`src/rtl/mem_port_arbiter.sv`:
```
// mem_port_arbiter: shares one single-port SRAM between the IF (fetch) port
// and the MEM (load/store) port. Each access lasts WAIT_CYCLES cycles, followed
// by a one-cycle ready pulse on the granted port. Data wins ties unless the
// previous grant went to data and a fetch is waiting, so IF waits for at most
// one data access.
module mem_port_arbiter #(
   parameter int unsigned WAIT_CYCLES = 3
) (
   input  logic        clk,
   input  logic        rst,
   input  logic        if_req,
   input  logic [31:0] if_addr,
   output logic        if_ready,
   output logic [31:0] if_rdata,
   input  logic        mem_r_en,
   input  logic        mem_w_en,
   input  logic [31:0] mem_addr,
   input  logic [31:0] mem_wdata,
   output logic        mem_ready,
   output logic [31:0] mem_rdata,
   output logic        if_stall,
   output logic        mem_stall,
   output logic [31:0] sram_addr,
   output logic [31:0] sram_wdata,
   output logic        sram_we,
   output logic        sram_oe,
   input  logic [31:0] sram_rdata
);

   typedef enum logic [1:0] {IDLE, ACCESS, RESP} state_t;

   localparam logic       GNT_INST = 1'b0;
   localparam logic       GNT_DATA = 1'b1;
   localparam logic [3:0] CNT_LOAD = 4'(WAIT_CYCLES - 1);

   state_t      state_q, state_d;
   logic [3:0]  cnt_q, cnt_d;
   logic        grant_q, grant_d;
   logic        last_q, last_d;
   logic        we_q, we_d;
   logic [31:0] addr_q, addr_d;
   logic [31:0] wdata_q, wdata_d;
   logic [31:0] if_rdata_q, if_rdata_d;
   logic [31:0] mem_rdata_q, mem_rdata_d;

   logic data_req;
   logic in_access;

   assign data_req  = mem_r_en | mem_w_en;
   assign in_access = (state_q == ACCESS);

   // State, latched request and read-data registers; reset aborts any access.
   always_ff @(posedge clk) begin
      if (rst) begin
         state_q     <= IDLE;
         cnt_q       <= '0;
         grant_q     <= GNT_INST;
         last_q      <= GNT_INST;
         we_q        <= 1'b0;
         addr_q      <= '0;
         wdata_q     <= '0;
         if_rdata_q  <= '0;
         mem_rdata_q <= '0;
      end else begin
         state_q     <= state_d;
         cnt_q       <= cnt_d;
         grant_q     <= grant_d;
         last_q      <= last_d;
         we_q        <= we_d;
         addr_q      <= addr_d;
         wdata_q     <= wdata_d;
         if_rdata_q  <= if_rdata_d;
         mem_rdata_q <= mem_rdata_d;
      end
   end

   // Arbitration in IDLE, wait countdown in ACCESS, single ready cycle in RESP.
   always_comb begin
      state_d     = state_q;
      cnt_d       = cnt_q;
      grant_d     = grant_q;
      last_d      = last_q;
      we_d        = we_q;
      addr_d      = addr_q;
      wdata_d     = wdata_q;
      if_rdata_d  = if_rdata_q;
      mem_rdata_d = mem_rdata_q;
      case (state_q)
         IDLE: begin
            if (data_req || if_req) begin
               state_d = ACCESS;
               cnt_d   = CNT_LOAD;
               if (data_req && !(last_q == GNT_DATA && if_req)) begin
                  grant_d = GNT_DATA;
                  addr_d  = mem_addr;
                  wdata_d = mem_wdata;
                  // A simultaneous read+write request is a write.
                  we_d    = mem_w_en;
               end else begin
                  grant_d = GNT_INST;
                  addr_d  = if_addr;
                  wdata_d = '0;
                  we_d    = 1'b0;
               end
               last_d = grant_d;
            end
         end
         ACCESS: begin
            if (cnt_q == '0) begin
               state_d = RESP;
               if (!we_q) begin
                  if (grant_q == GNT_INST) if_rdata_d  = sram_rdata;
                  else                     mem_rdata_d = sram_rdata;
               end
            end else begin
               cnt_d = cnt_q - 4'd1;
            end
         end
         RESP:    state_d = IDLE;
         default: state_d = IDLE;
      endcase
   end

   assign sram_oe    = in_access & ~we_q;
   assign sram_we    = in_access &  we_q;
   assign sram_addr  = in_access ? addr_q  : '0;
   assign sram_wdata = in_access ? wdata_q : '0;

   assign if_ready  = (state_q == RESP) & (grant_q == GNT_INST);
   assign mem_ready = (state_q == RESP) & (grant_q == GNT_DATA);
   assign if_rdata  = if_rdata_q;
   assign mem_rdata = mem_rdata_q;

   assign if_stall  = if_req   & ~if_ready;
   assign mem_stall = data_req & ~mem_ready;

endmodule

```
`config.mk`:
```
export PLATFORM = sky130hd
export DESIGN_NAME = mem_port_arbiter
export DESIGN_NICKNAME = d
export VERILOG_FILES = /design/src/rtl/mem_port_arbiter.sv
export SDC_FILE = /design/constraint.sdc
export NUM_CORES = 1
export LEC_CHECK = 0
export ABC_AREA = 1
export CORE_MARGIN = 2
export CORE_UTILIZATION = 37
export DETAILED_ROUTE_END_ITERATION = 8
export GPL_TIMING_DRIVEN = 0
export PLACE_DENSITY_LB_ADDON = 0.3
export SYNTH_ARGS = -nofsm -noshare
export SYNTH_HDL_FRONTEND = slang
export SYNTH_SLANG_ARGS = --single-unit
```
`constraint.sdc`:
```
create_clock -name clk -period 1.25 [get_ports clk]
set_input_delay 0.125 -clock clk [delete_from_list [all_inputs] [get_ports clk]]
set_output_delay 0.125 -clock clk [all_outputs]
set_load 0.05 [all_outputs]
```
==> results of run 1 <==
## flip-flops by register name, indices dropped and copies added, names as in the netlist
register / count
state_q: 2
last_q: 1
cnt_q: 4
we_q: 1
mem_rdata: 32
wdata_q: 32
addr_q: 32
if_rdata: 32
## metal layers
layer	vias up	global-route usage, %
li1	3187	-
met1	2943	26.5
met2	202	37.5
met3	30	6.28
met4	0	8.12
met5	-	0
## logic make-up after synthesis
group / count (synthesis)
flops: 136
simple gates: 391
compound gates: 136
buf+inv: 130
fa+ha+maj: 2
## tightest hold or removal path: cells and delay by family
kind	cells	cell delay, ns
simple gates	1	0.07
compound gates	1	0.05
buf+inv	1	0.41
## worst max path at each step
stage	startpoint	endpoint	slack (ns)	cells past startpoint
finish	state_q[1]$_SDFFE_PP0P_	if_rdata[15]$_SDFFE_PP0P_	-0.36	10
detailed placement	mem_w_en	mem_stall	-1.19	7
CTS	state_q[1]$_SDFFE_PP0P_	sram_wdata[21]	-0.38	6
floorplan	state_q[1]$_SDFFE_PP0P_	sram_addr[10]	-0.17	4
global placement	mem_w_en	mem_stall	-1.19	7
global route	state_q[1]$_SDFFE_PP0P_	if_rdata[15]$_SDFFE_PP0P_	-0.43	10
## power breakdown
group,switching (uW),internal [uW],leakage [uW]
Sequential,241,4900,0.00111
Clock,1980,3330,0.000308
Combinational,3990,2650,0.00318
## stage by stage
stage	setup TNS (ns)	std cells	total power (uW)
final	-42.05	1328	17100
after global routing	-53.80	1328	17800
after CTS	-41.25	1301	16200
after detailed placement	-93.73	1249	10500
after global placement	-90.69	1249	10400
after floorplan	-4.97	795	8750
## cell type report
type / count / area (sq um)
fillers: 1151 / 4230
multi-input cells: 529 / 3260
plain buffers: 50 / 577
inverters: 79 / 322
clock buffers: 20 / 467
flip-flops and latches: 136 / 2730
repair buffers: 314 / 3210
clock inverters: 12 / 164
well taps: 188 / 235
## layout by cell type, fill, tap and decap left out, drive strengths merged
| cell type | count |
|---|---|
| inv | 82 |
| o21ai | 132 |
| nand3 | 71 |
| bufinv | 3 |
| dfxtp | 136 |
| clkinvlp | 1 |
| nor2 | 206 |
| clkinv | 5 |
| nor3 | 2 |
| ha | 2 |
| or2 | 1 |
| clkdlybuf4s50 | 132 |
| clkbuf | 38 |
| nand2 | 111 |
| a21oi | 4 |
| buf | 213 |
| bufbuf | 1 |
## what timing repair did
item,CTS,global route
pin swaps,10,21
endpoints found under the setup margin,264,218
endpoints found under the hold margin,0,0
resized for setup,880,245
cloned,7,11
setup buffers,14,18
==> results by stage, run 1 <==
Yosys:
- The synthesized-area fraction occupied by and/or/nand/nor cells is 28.6%.
- nor2_1 is the most common cell in the netlist.
- The synthesized area is 5750 sq um.
- The distinct cell type count after synthesis is 25.
- The dominant cell type by area after synthesis is dfxtp_1.
- Yosys mapped a number of flops with a built-in enable equal to 0.
- The post-synthesis cell count is 795.
- The share of flip-flops with an asynchronous set or reset is 0%.
- In this run the biggest area consumer among cell types represents 47.3% of the synthesized area.
- Ranked by total cell area, the synthesized netlist is headed by dfxtp_1, nor2_1, o21ai_0.
- After synthesis, the largest family of logic cells by area is simple AND/OR/NAND/NOR gates.
- Summing the areas of all fa, ha and maj instances in the mapped netlist gives 0.435% of the synthesized area.
- Of the synthesized area, sequential elements account for 47.3%.
- After Yosys synthesis, XOR and XNOR cells account for 0% of the synthesized area.
- Counting flops and latches in the post-synthesis netlist gives 136.
- In this run the mean area of a mapped cell was 7.24 sq um.
- Measured against the total synthesized area, the mux share comes to 0%.
- The main flop type after synthesis is dfxtp_1.
- The number of nets produced by synthesis is 930.
- By count the netlist is led by nor2_1, dfxtp_1, nand2_1.
- The area fraction in compound gates after synthesis is 13.1%.
- The Yosys step of the flow raised 0 warnings.

Min path:
- The tightest min-delay check is of the in -> reg type.
- The source of the worst hold timing path is mem_wdata[21].
- The worst hold path passes through 3 cells.
- The hold path endpoint is wdata_q[21]$_SDFFE_PP0P_.

Setup path:
- The peak per-stage delay on the critical path is 0.32 ns.
- The critical path required time is 1.55 ns.
- The worst setup path is captured at a flip-flop.
- The number of cells on the worst reg-to-reg path is 10.
- The signal on the critical path passes through inv_2, nand2_4, buf_4, buf_6, nor2_8, buf_6, nand3_4, buf_6, o21ai_1, nor2_1.
- For this design, the slowest cell found on the critical path is dfxtp_2.
- The type of the worst setup path is reg -> reg.
- For flop-to-flop paths, the worst setup slack is -0.36 ns.
- The number of buffers and inverters on the critical path is 5.
- The type of element launching the critical path is a flip-flop.
- The worst flop-to-flop path endpoint is if_rdata[15]$_SDFFE_PP0P_.
- At the worst endpoint, the arrival time is 1.91 ns.
- The largest fanout on the critical path is 10.
- Among cell families on the critical path, the largest total delay comes from buffers and inverters.
- The source of the worst register-to-register timing path is state_q[1]$_SDFFE_PP0P_.
- The most repeated library cell on the critical path is buf_6.

STA:
- The final clock skew is 0.00818 ns.
- Across all hold checks on the routed design, the worst slack comes to 0.285 ns.
- Setup repair after global routing could not meet its margin everywhere.
- The final-report max-slew violation count is 0.
- At the pin with the least slew margin, the transition time is 0.723 ns.
- The fmax is 0.620 GHz.
- The worst pin sits at a relative slew slack of 51.8%.
- Setup violations remaining at the end of the flow were counted as 190.
- The share of the cycle needed by the critical path after routing is 129%.
- Across all setup checks in the final design, the least slack found is -0.363 ns.
- The hold violation total from the final report is 0.
- The post-route minimum period is 1.61 ns.

Detailed routing:
- After detailed routing, the average wire length per cell comes to 15.2 um.
- Detailed routing inserted a total of 6,362 vias.
- The count of nets left with antenna violations once routing finished came out at 0.
- After detailed routing, the met3 layer carries 1370 um of wire.
- Detailed routing placed a total of 10,200 um of wire on met2.
- The post-detailed-route DRC marker count is 0.
- The number of search-and-repair iterations in the first detailed-routing pass is 4.
- The top routing layer in use is met4.
- The final wirelength is 20,200 um.
- The per-cell via count in the routed design is 4.79.
- The count of routing violations after the opening detailed-route iteration is 260.
- The wire length on met1 is 8180 um.

Finish:
- The utilization of the core after routing is 72.2%.
- The number of diodes is 0.
- The design area is 11,000 sq um.
- Of the cells placed in the final design, the portion with a size suffix greater than 1 is 39.9%.
- The number of nets in the final layout is 1,262.
- The synthesis-to-finish area growth is 90.7%.

Job:
- The count of maximum capacitance violations is 0.

Clock network:
- The cell sitting at the root of the clock tree is a clkbuf_16.
- The number of buffers inserted during clock tree synthesis is 17.
- After clock tree synthesis, the flow added hold-fix buffers numbering 0.
- TritonCTS built the clock tree.
- The clock-pin slew of the registers on the worst-case setup and hold paths is 0.06 ns.
- The H-tree generated during clock tree synthesis spans 4 levels.
- The clock net in this run drives a total of 136 sinks.
- For the worst-skew pair, the clock arrives at the later sink with an insertion delay of 0.41 ns.
- The maximum buffer depth of the clock tree is 2.

Global route:
- The total overflow reported by the global router is 0.
- The wire length of the first global-routing pass is 28,800 um.
- The number of global-route vias before repair is 5,764.
- The global-route usage over all layers is 22.0%.
- The number of antenna violations at the first check in global routing was 0.
- Entering global routing, the biggest net connects 17 pins.

Floorplan:
- The number of standard-cell rows in the floorplan is 45.
- The die area is 16,600 sq um.
- The floorplan step set the die width to 129 um.
- The boundary pin count is 267.
- From bottom edge to top edge, the die measures 129 um.
- The core region is 15,200 sq um.
- The starting utilization of the core area is 37.8%.

Placed design:
- The worst slack after detailed placement is -1.19 ns.
- During placement, the flow inserted port buffers numbering 266.
- The total placed instance area is 9040 sq um.
- The placer's final routability congestion estimate is 0.818.
- The total half-perimeter wirelength after legalization and detailed placement is 13,300 um.

Power:
- VDD sags by at most 980 uV.
- The power per cell area is 1560 nW/um^2.
- Summed over all cells, the static leakage comes to 0.00460 uW.

Outcome:
- The final reports fail on negative setup slack.
- The flow ran to the end, but the final reports show violations.
Note: power is estimated with default switching activity, not from simulation.
==> inputs of run 2 (changes only) <==
--- a/config.mk
+++ b/config.mk
@@ -7,10 +7,11 @@
 export LEC_CHECK = 0
 export ABC_AREA = 1
 export CORE_MARGIN = 2
-export CORE_UTILIZATION = 37
+export CORE_UTILIZATION = 41
 export DETAILED_ROUTE_END_ITERATION = 8
 export GPL_TIMING_DRIVEN = 0
 export PLACE_DENSITY_LB_ADDON = 0.3
+export SLEW_MARGIN = 15
 export SYNTH_ARGS = -nofsm -noshare
 export SYNTH_HDL_FRONTEND = slang
 export SYNTH_SLANG_ARGS = --single-unit
==> constraint.sdc (replaced) <==
create_clock -name clk -period 1.7 [get_ports clk]
set_input_delay 0.17 -clock clk [delete_from_list [all_inputs] [get_ports clk]]
set_output_delay 0.17 -clock clk [all_outputs]
set_load 0.05 [all_outputs]
==> results by stage, run 2 (synthesis results as in run 1) <==
Detailed routing:
- The total via count in the routed design is 6,023 (-5.3%).
- The final wirelength is 18,000 um (-11%).
- The number of search-and-repair iterations in the first detailed-routing pass is 5 (+1).
- The count of routing violations after the opening detailed-route iteration was 364 (+40%).
- The post-detailed-route DRC marker count is 0 (unchanged).
- The remaining number of nets flagged by the antenna check after routing came to 0 (unchanged).
- The per-cell via count in the routed design came to 4.73 (-1.2%).
- The wire length per cell was 14.2 um (-6.9%).

Setup path:
- The worst endpoint data arrival time is 1.51 ns (-0.40 ns).
- STA classifies the critical path startpoint as a flip-flop.
- The critical path is of the reg -> out type.
- The critical path required time came to 1.53 ns (-0.02 ns).
- The number of cells on the worst reg-to-reg path is 8 (-2).
- In this run the critical register-to-register path is launched from cnt_q[0]$_SDFFE_PP0P_.
- The worst register-to-register path ends at mem_rdata[15]$_SDFFE_PP0P_.
- The critical path capture point type is a primary output.
- The largest fanout on the critical path is 10 (unchanged).
- The reg-to-reg setup timing slack is 0.14 ns (+0.50 ns).

Power:
- The power per cell area was 1170 nW/um^2 (-25%).
- The power share of the clock group is 32.5% (+1.4 points).
- The part of the total power dissipated in sequential elements was 34.0% (+3.9 points).
- The maximum vdd drop was 751 uV (-23%).
- The share of power burned in combinational logic is 33.5% (-5.4 points).
- The fraction of power spent switching nets is 36.5% (+0.18 points).
- The reported leakage power is 0.00411 uW (-11%).
- The internal power component came to 7030 uW (-35%).
- The net switching component of the power is 4040 uW (-35%).

STA:
- The final-report max-slew violation count is 0 (unchanged).
- The hold violation total from the final report is 0 (unchanged).
- The worst-case setup margin in the final layout came to 0.0205 ns (+0.384 ns).
- The final clock skew came to 0.00634 ns (-0.00184 ns).
- The accumulated negative setup slack was 0 ns (+42.05 ns).
- Setup repair after global routing could not meet its margin everywhere.
- The count of endpoints failing setup in the final report is 0 (-100%).
- The share of the cycle needed by the critical path after routing is 98.8%.
- The post-route minimum period is 1.68 ns.
- Timing would allow up to 0.595 GHz.
- The slew of the pin with the lowest slew margin came to 0.582 ns (-0.141 ns).
- The worst-case hold slack is 0.315 ns (+0.0294 ns).
- The headroom to the max-slew limit is 61.3% (+9.5 points).

Clock network:
- The CTS tree is built.
- The clock latency on the worst-skew pair is 0.42 ns (about the same).
- Clock tree synthesis selected as its root buffer the cell clkbuf_16.
- The hold buffer count at cts is 0 (unchanged).
- The number of buffers inserted during clock tree synthesis came to 17 (unchanged).
- The maximum buffer depth of the clock tree is 2 (unchanged).
- The sink count of the clock tree is 136 (unchanged).
- The clock-pin slew of the registers on the worst-case setup and hold paths is 0.06 ns (about the same).
- The CTS H-tree depth is 4 (unchanged).

Finish:
- The utilization of the core after routing is 68.5% (-3.7 points).
- The number of diodes is 0 (unchanged).
- The fraction of layout cells with a size suffix above 1 is 20.3% (-20 points).
- Leaving out fill and tap cells, the most frequent cells in the layout are nor2_1, dfxtp_1, clkdlybuf4s50_1.
- Compared with the post-synthesis result, the final layout area differs by 64.0%.
- The commonest non-fill, non-tap cell in the layout is nor2_1.
- The design area is 9430 sq um (-14%).
- The count of filler cells inserted in the layout is 1,193 (+3.6%).
- The number of nets in the final layout is 1,215 (-3.7%).

Job:
- The count of maximum capacitance violations is 0 (unchanged).

Floorplan:
- The number of standard-cell rows in the floorplan is 43 (-4.4%).
- The height of the chip is 122 um (-4.8%).
- The die outline width came to 122 um (-4.8%).
- The boundary pin count is 267 (unchanged).
- The starting utilization of the core area came to 41.8% (+3.9 points).
- The die area is 15,000 sq um (-9.5%).
- The area of the core is 13,800 sq um (-9.4%).

Min path:
- The hold-critical path depth came to 3 (unchanged).
- The worst hold path belongs to the class in -> reg.
- The hold path endpoint is wdata_q[14]$_SDFFE_PP0P_.
- The source of the worst hold timing path is mem_wdata[14].

Placed design:
- The placer's final routability congestion estimate is 0.812 (-0.75%).
- The total half-perimeter wirelength after legalization and detailed placement came to 13,200 um (-0.93%).
- The total placed instance area is 8640 sq um (-4.5%).
- The count of input and output buffers was 266 (unchanged).
- The worst slack after detailed placement is -0.719 ns (+0.470 ns).

Global route:
- The number of antenna violations at the first check in global routing is 0 (unchanged).
- The number of global-route vias before repair is 5,536 (-4.0%).
- The total overflow reported by the global router is 0 (unchanged).
- The pin count of the biggest net entering global routing is 17 (unchanged).
- The wire length of the first global-routing pass is 27,600 um (-4.3%).
- The global-route usage over all layers was 23.8% (+1.7 points).

Outcome:
- The run finished with clean final reports.
## run 2: changes by cell type in the layout (fill, tap and decap cells not counted), sizes merged, moves of 2 or more
cell and delta:
buf -110, clkinv +4, inv -2, clkbuf -4, clkinvlp +2, dlygate4sd2 +64
## run 2: through the flow
step,power (uW),std cells
5_1_grt,11600,1273
4_1_cts,11000,1272
2_1_floorplan,6150,795
6_report,11100,1273
3_3_place_gp,7360,1241
3_5_place_dp,7420,1241
## run 2: critical path: stages (launching register included)
cell and delay (ns):
dfxtp_2 0.32, inv_2 0.06, nand2_4 0.09, buf_12 0.17, buf_12 0.15, nor2_2 0.11
buf_6 0.17
## run 2: final cells by class
| cell class | instances | area (sq um) | share of cell area [%] |
|---|---|---|---|
| Clock buffer | 17 | 425 | 4.51 |
| Sequential cell | 136 | 2730 | 28.9 |
| Tap cell | 180 | 225 | 2.39 |
| Timing Repair Buffer | 267 | 2590 | 27.5 |
| Inverter | 79 | 297 | 3.14 |
| Buffer | 50 | 387 | 4.10 |
| Multi-Input combinational cell | 529 | 2620 | 27.8 |
| Clock inverter | 15 | 155 | 1.64 |
## run 2: what timing repair did
| action | in CTS | in global routing |
|---|---|---|
| pin swaps | 0 | 1 |
| setup endpoints to repair | 134 | 64 |
| cloned | 0 | 0 |
| buffers inserted | 0 | 1 |
| gates resized for setup | 528 | 96 |
## run 2: worst max-delay path by stage
| stage | to | startpoint | cells past startpoint | slack [ns] |
|---|---|---|---|---|
| 2_1_floorplan | sram_addr[22] | state_q[1]$_SDFFE_PP0P_ | 5 | 0.08 |
| 3_3_place_gp | mem_stall | mem_w_en | 7 | -0.73 |
| 3_5_place_dp | mem_stall | mem_r_en | 7 | -0.72 |
| 4_1_cts | if_stall | state_q[1]$_SDFFE_PP0P_ | 5 | -0.002 |
| 5_1_grt | sram_addr[29] | state_q[1]$_SDFFE_PP0P_ | 6 | -0.06 |
| 6_report | sram_wdata[7] | state_q[1]$_SDFFE_PP0P_ | 6 | 0.02 |
## run 2: layer usage
layer | vias to the layer above | wire length, um | track usage, %
met5 | - | 0 | 0
met4 | 0 | 353 | 9.91
met3 | 24 | 1280 | 7.11
met2 | 207 | 8760 | 38.6
met1 | 2719 | 7630 | 29.3
li1 | 3073 | - | -
## run 2: power groups by stage
stage / sequential [uW] / combinational, uW / clock [uW]
after floorplan: 4460 / 1690 / 0
after global placement: 3820 / 3540 / 0
after detailed placement: 3840 / 3580 / 0
after CTS: 3770 / 3540 / 3650
after global routing: 3820 / 3990 / 3780
final: 3770 / 3710 / 3600
==> inputs of run 3 (changes only) <==
--- a/config.mk
+++ b/config.mk
@@ -7,8 +7,10 @@
 export LEC_CHECK = 0
 export ABC_AREA = 1
 export CORE_MARGIN = 2
-export CORE_UTILIZATION = 41
+export CORE_UTILIZATION = 43
+export CTS_BUF_LIST = sky130_fd_sc_hd__clkbuf_8
 export DETAILED_ROUTE_END_ITERATION = 8
+export GPL_ROUTABILITY_DRIVEN = 0
 export GPL_TIMING_DRIVEN = 0
 export PLACE_DENSITY_LB_ADDON = 0.3
 export SLEW_MARGIN = 15
==> results by stage, run 3 (synthesis results as in run 1) <==
STA:
- The post-route minimum period was 1.70 ns (+0.0240 ns).
- The count of endpoints failing setup in the final report was 1 (+1).
- The hold violation total from the final report was 0 (unchanged).
- The headroom to the max-slew limit is 63.2% (+1.9 points).
- The slew of the pin with the lowest slew margin was 0.554 ns (-0.0281 ns).
- The final clock skew is 0.00794 ns (+0.00160 ns).
- The worst-case hold slack is 0.301 ns (-0.0138 ns).
- The worst-case setup margin in the final layout came to -0.00350 ns (-0.0240 ns).
- The share of the cycle needed by the critical path after routing is 100% (+1.4 points).
- Setup repair after global routing could not meet its margin everywhere.
- The final-report max-slew violation count was 0 (unchanged).
- The fmax is 0.587 GHz (-1.4%).

Detailed routing:
- The total via count in the routed design is 6,112 (+1.5%).
- The final wirelength was 17,800 um (-1.2%).
- The per-cell via count in the routed design was 4.81 (+1.7%).
- The number of search-and-repair iterations in the first detailed-routing pass is 5 (unchanged).
- The remaining number of nets flagged by the antenna check after routing came to 0 (unchanged).
- The post-detailed-route DRC marker count is 0 (unchanged).
- The count of routing violations after the opening detailed-route iteration was 361 (-0.82%).
- The wire length per cell came to 14.0 um (-0.93%).

Setup path:
- The critical path required time came to 1.53 ns (about the same).
- The reg-to-reg setup timing slack came to 0.14 ns (about the same).
- The worst setup path is of the reg -> out kind.
- The cell that appears most often on the critical path is buf_12.
- The peak per-stage delay on the critical path is 0.34 ns (+0.02 ns).
- Among all stages on the critical path, the largest delay is contributed by dfxtp_2.
- The type of element launching the critical path is a flip-flop.
- Walking the worst path, the cells encountered are inv_4, nand2_8, buf_12, buf_12, nor2_4, buf_6.
- The largest fanout on the critical path is 10 (unchanged).
- The cell family contributing the most delay on the critical path is buffers and inverters.
- The number of buffers and inverters on the critical path is 4 (unchanged).
- The critical path capture point type is a primary output.
- The worst endpoint data arrival time is 1.53 ns (+0.02 ns).

Floorplan:
- The die outline width is 120 um (-2.3%).
- The starting utilization of the core area is 43.8% (+2.0 points).
- The height of the chip is 120 um (-2.3%).
- The area of the core is 13,100 sq um (-4.6%).
- The boundary pin count was 267 (unchanged).
- The number of standard-cell rows in the floorplan is 42 (-2.3%).
- The die area was 14,300 sq um (-4.5%).

Clock network:
- TritonCTS built the clock tree.
- The number of setup buffers added after CTS is 0 (unchanged).
- The number of buffers inserted during clock tree synthesis is 17 (unchanged).
- The clock latency on the worst-skew pair is 0.43 ns (about the same).
- The sink count of the clock tree is 136 (unchanged).
- The hold buffer count at cts is 0 (unchanged).
- The CTS H-tree depth was 4 (unchanged).
- The maximum buffer depth of the clock tree is 2 (unchanged).
- The clock-pin slew of the registers on the worst-case setup and hold paths is 0.08 ns (+0.02 ns).
- In this run the clock root is driven by a clkbuf_8.

Job:
- The count of maximum capacitance violations is 0 (unchanged).

Finish:
- The area of all sequential standard cells came to 2730 sq um (about the same).
- The area occupied by multi-input gates is 2710 sq um (+3.2%).
- The count of filler cells inserted in the layout is 1,117 (-6.4%).
- The fraction of layout cells with a size suffix above 1 is 20.2% (-0.11 points).
- The design area is 9410 sq um (-0.20%).
- In the layout the commonest cells are nor2_1, dfxtp_1, clkdlybuf4s50_1.
- Compared with the post-synthesis result, the final layout area differs by 63.6%.
- The utilization of the core after routing is 71.7% (+3.2 points).
- The number of diodes is 0 (unchanged).
- Leaving out fill and tap cells, the most frequent cell in the layout is nor2_1.
- The number of nets in the final layout is 1,216 (+0.082%).

Placed design:
- The total placed instance area was 8640 sq um (about the same).
- The count of input and output buffers is 266 (unchanged).
- The worst slack after detailed placement is -0.777 ns (-0.0580 ns).
- The total half-perimeter wirelength after legalization and detailed placement came to 13,000 um (-1.3%).

Power:
- The reported leakage power is 0.00408 uW (-0.63%).
- The maximum vdd drop is 618 uV (-18%).
- The power per cell area is 1090 nW/um^2 (-6.7%).

Global route:
- The pin count of the biggest net entering global routing is 17 (unchanged).
- The number of antenna violations at the first check in global routing is 0 (unchanged).
- The wire length of the first global-routing pass came to 28,200 um (+2.2%).
- The global-route usage over all layers is 24.7% (+0.90 points).
- The total overflow reported by the global router is 0 (unchanged).
- The number of global-route vias before repair was 5,730 (+3.5%).

Min path:
- The path class of the tightest hold or removal check is in -> reg.

Outcome:
- The run finished, with violations left.
- The final reports fail on negative setup slack.
==> run 3: what timing repair did <==
action / in CTS / in global routing
pin swaps: 1 / 3
resized for setup: 578 / 68
endpoints found under the setup margin: 134 / 70
gates cloned: 0 / 2
==> run 3: stage by stage <==
stage          instances  power [uW]  setup TNS (ns)
3_5_place_dp        1237        7400          -20.00
6_report            1270       10300        -0.00350
5_1_grt             1270       10800           -1.21
3_3_place_gp        1237        7350          -20.14
2_1_floorplan        795        6150               0
4_1_cts             1268       10100         -0.0266
==> run 3: final cells by class <==
class,instances,area share [%]
buffer,50,4.16
clock buffer,18,2.63
clock inverter,14,1.69
inverter,79,3.18
multi-input combinational,529,28.8
sequential,136,29.0
tap,176,2.34
timing repair buffer,268,28.3
==> run 3: worst register-to-register path, cell delays in order, from the launching register on <==
cell	delay (ns)
dfxtp_1	0.33
inv_1	0.11
ha_1	0.19
nand2_1	0.10
nor2_4	0.14
nand3_4	0.12
buf_2	0.20
o21ai_0	0.20
nor2_1	0.06
==> run 3: metal layers <==
layer,share of wire [%],GRT usage (%),vias to the layer above
met5,0,0,-
met4,2.4,9.93,0
met3,7.0,6.51,31
met2,48,40.6,212
met1,42,30.7,2798
li1,-,-,3071
==> run 3: report_power, final <==
| group | internal [uW] | total [uW] | switching, uW |
|---|---|---|---|
| Combinational | 1330 | 3810 | 2480 |
| Clock | 1480 | 2730 | 1250 |
| Sequential | 3600 | 3770 | 171 |
| Total | 6400 | 10300 | 3900 |
==> run 3: final timing paths <==
check | start | end | depth (start not counted)
min reg2reg | if_rdata[2]$_SDFFE_PP0P_ | if_rdata[2]$_SDFFE_PP0P_ | 2
min | mem_wdata[14] | wdata_q[14]$_SDFFE_PP0P_ | 3
max | state_q[1]$_SDFFE_PP0P_ | sram_wdata[30] | 6
max reg2reg | cnt_q[0]$_SDFFE_PP0P_ | mem_rdata[15]$_SDFFE_PP0P_ | 8
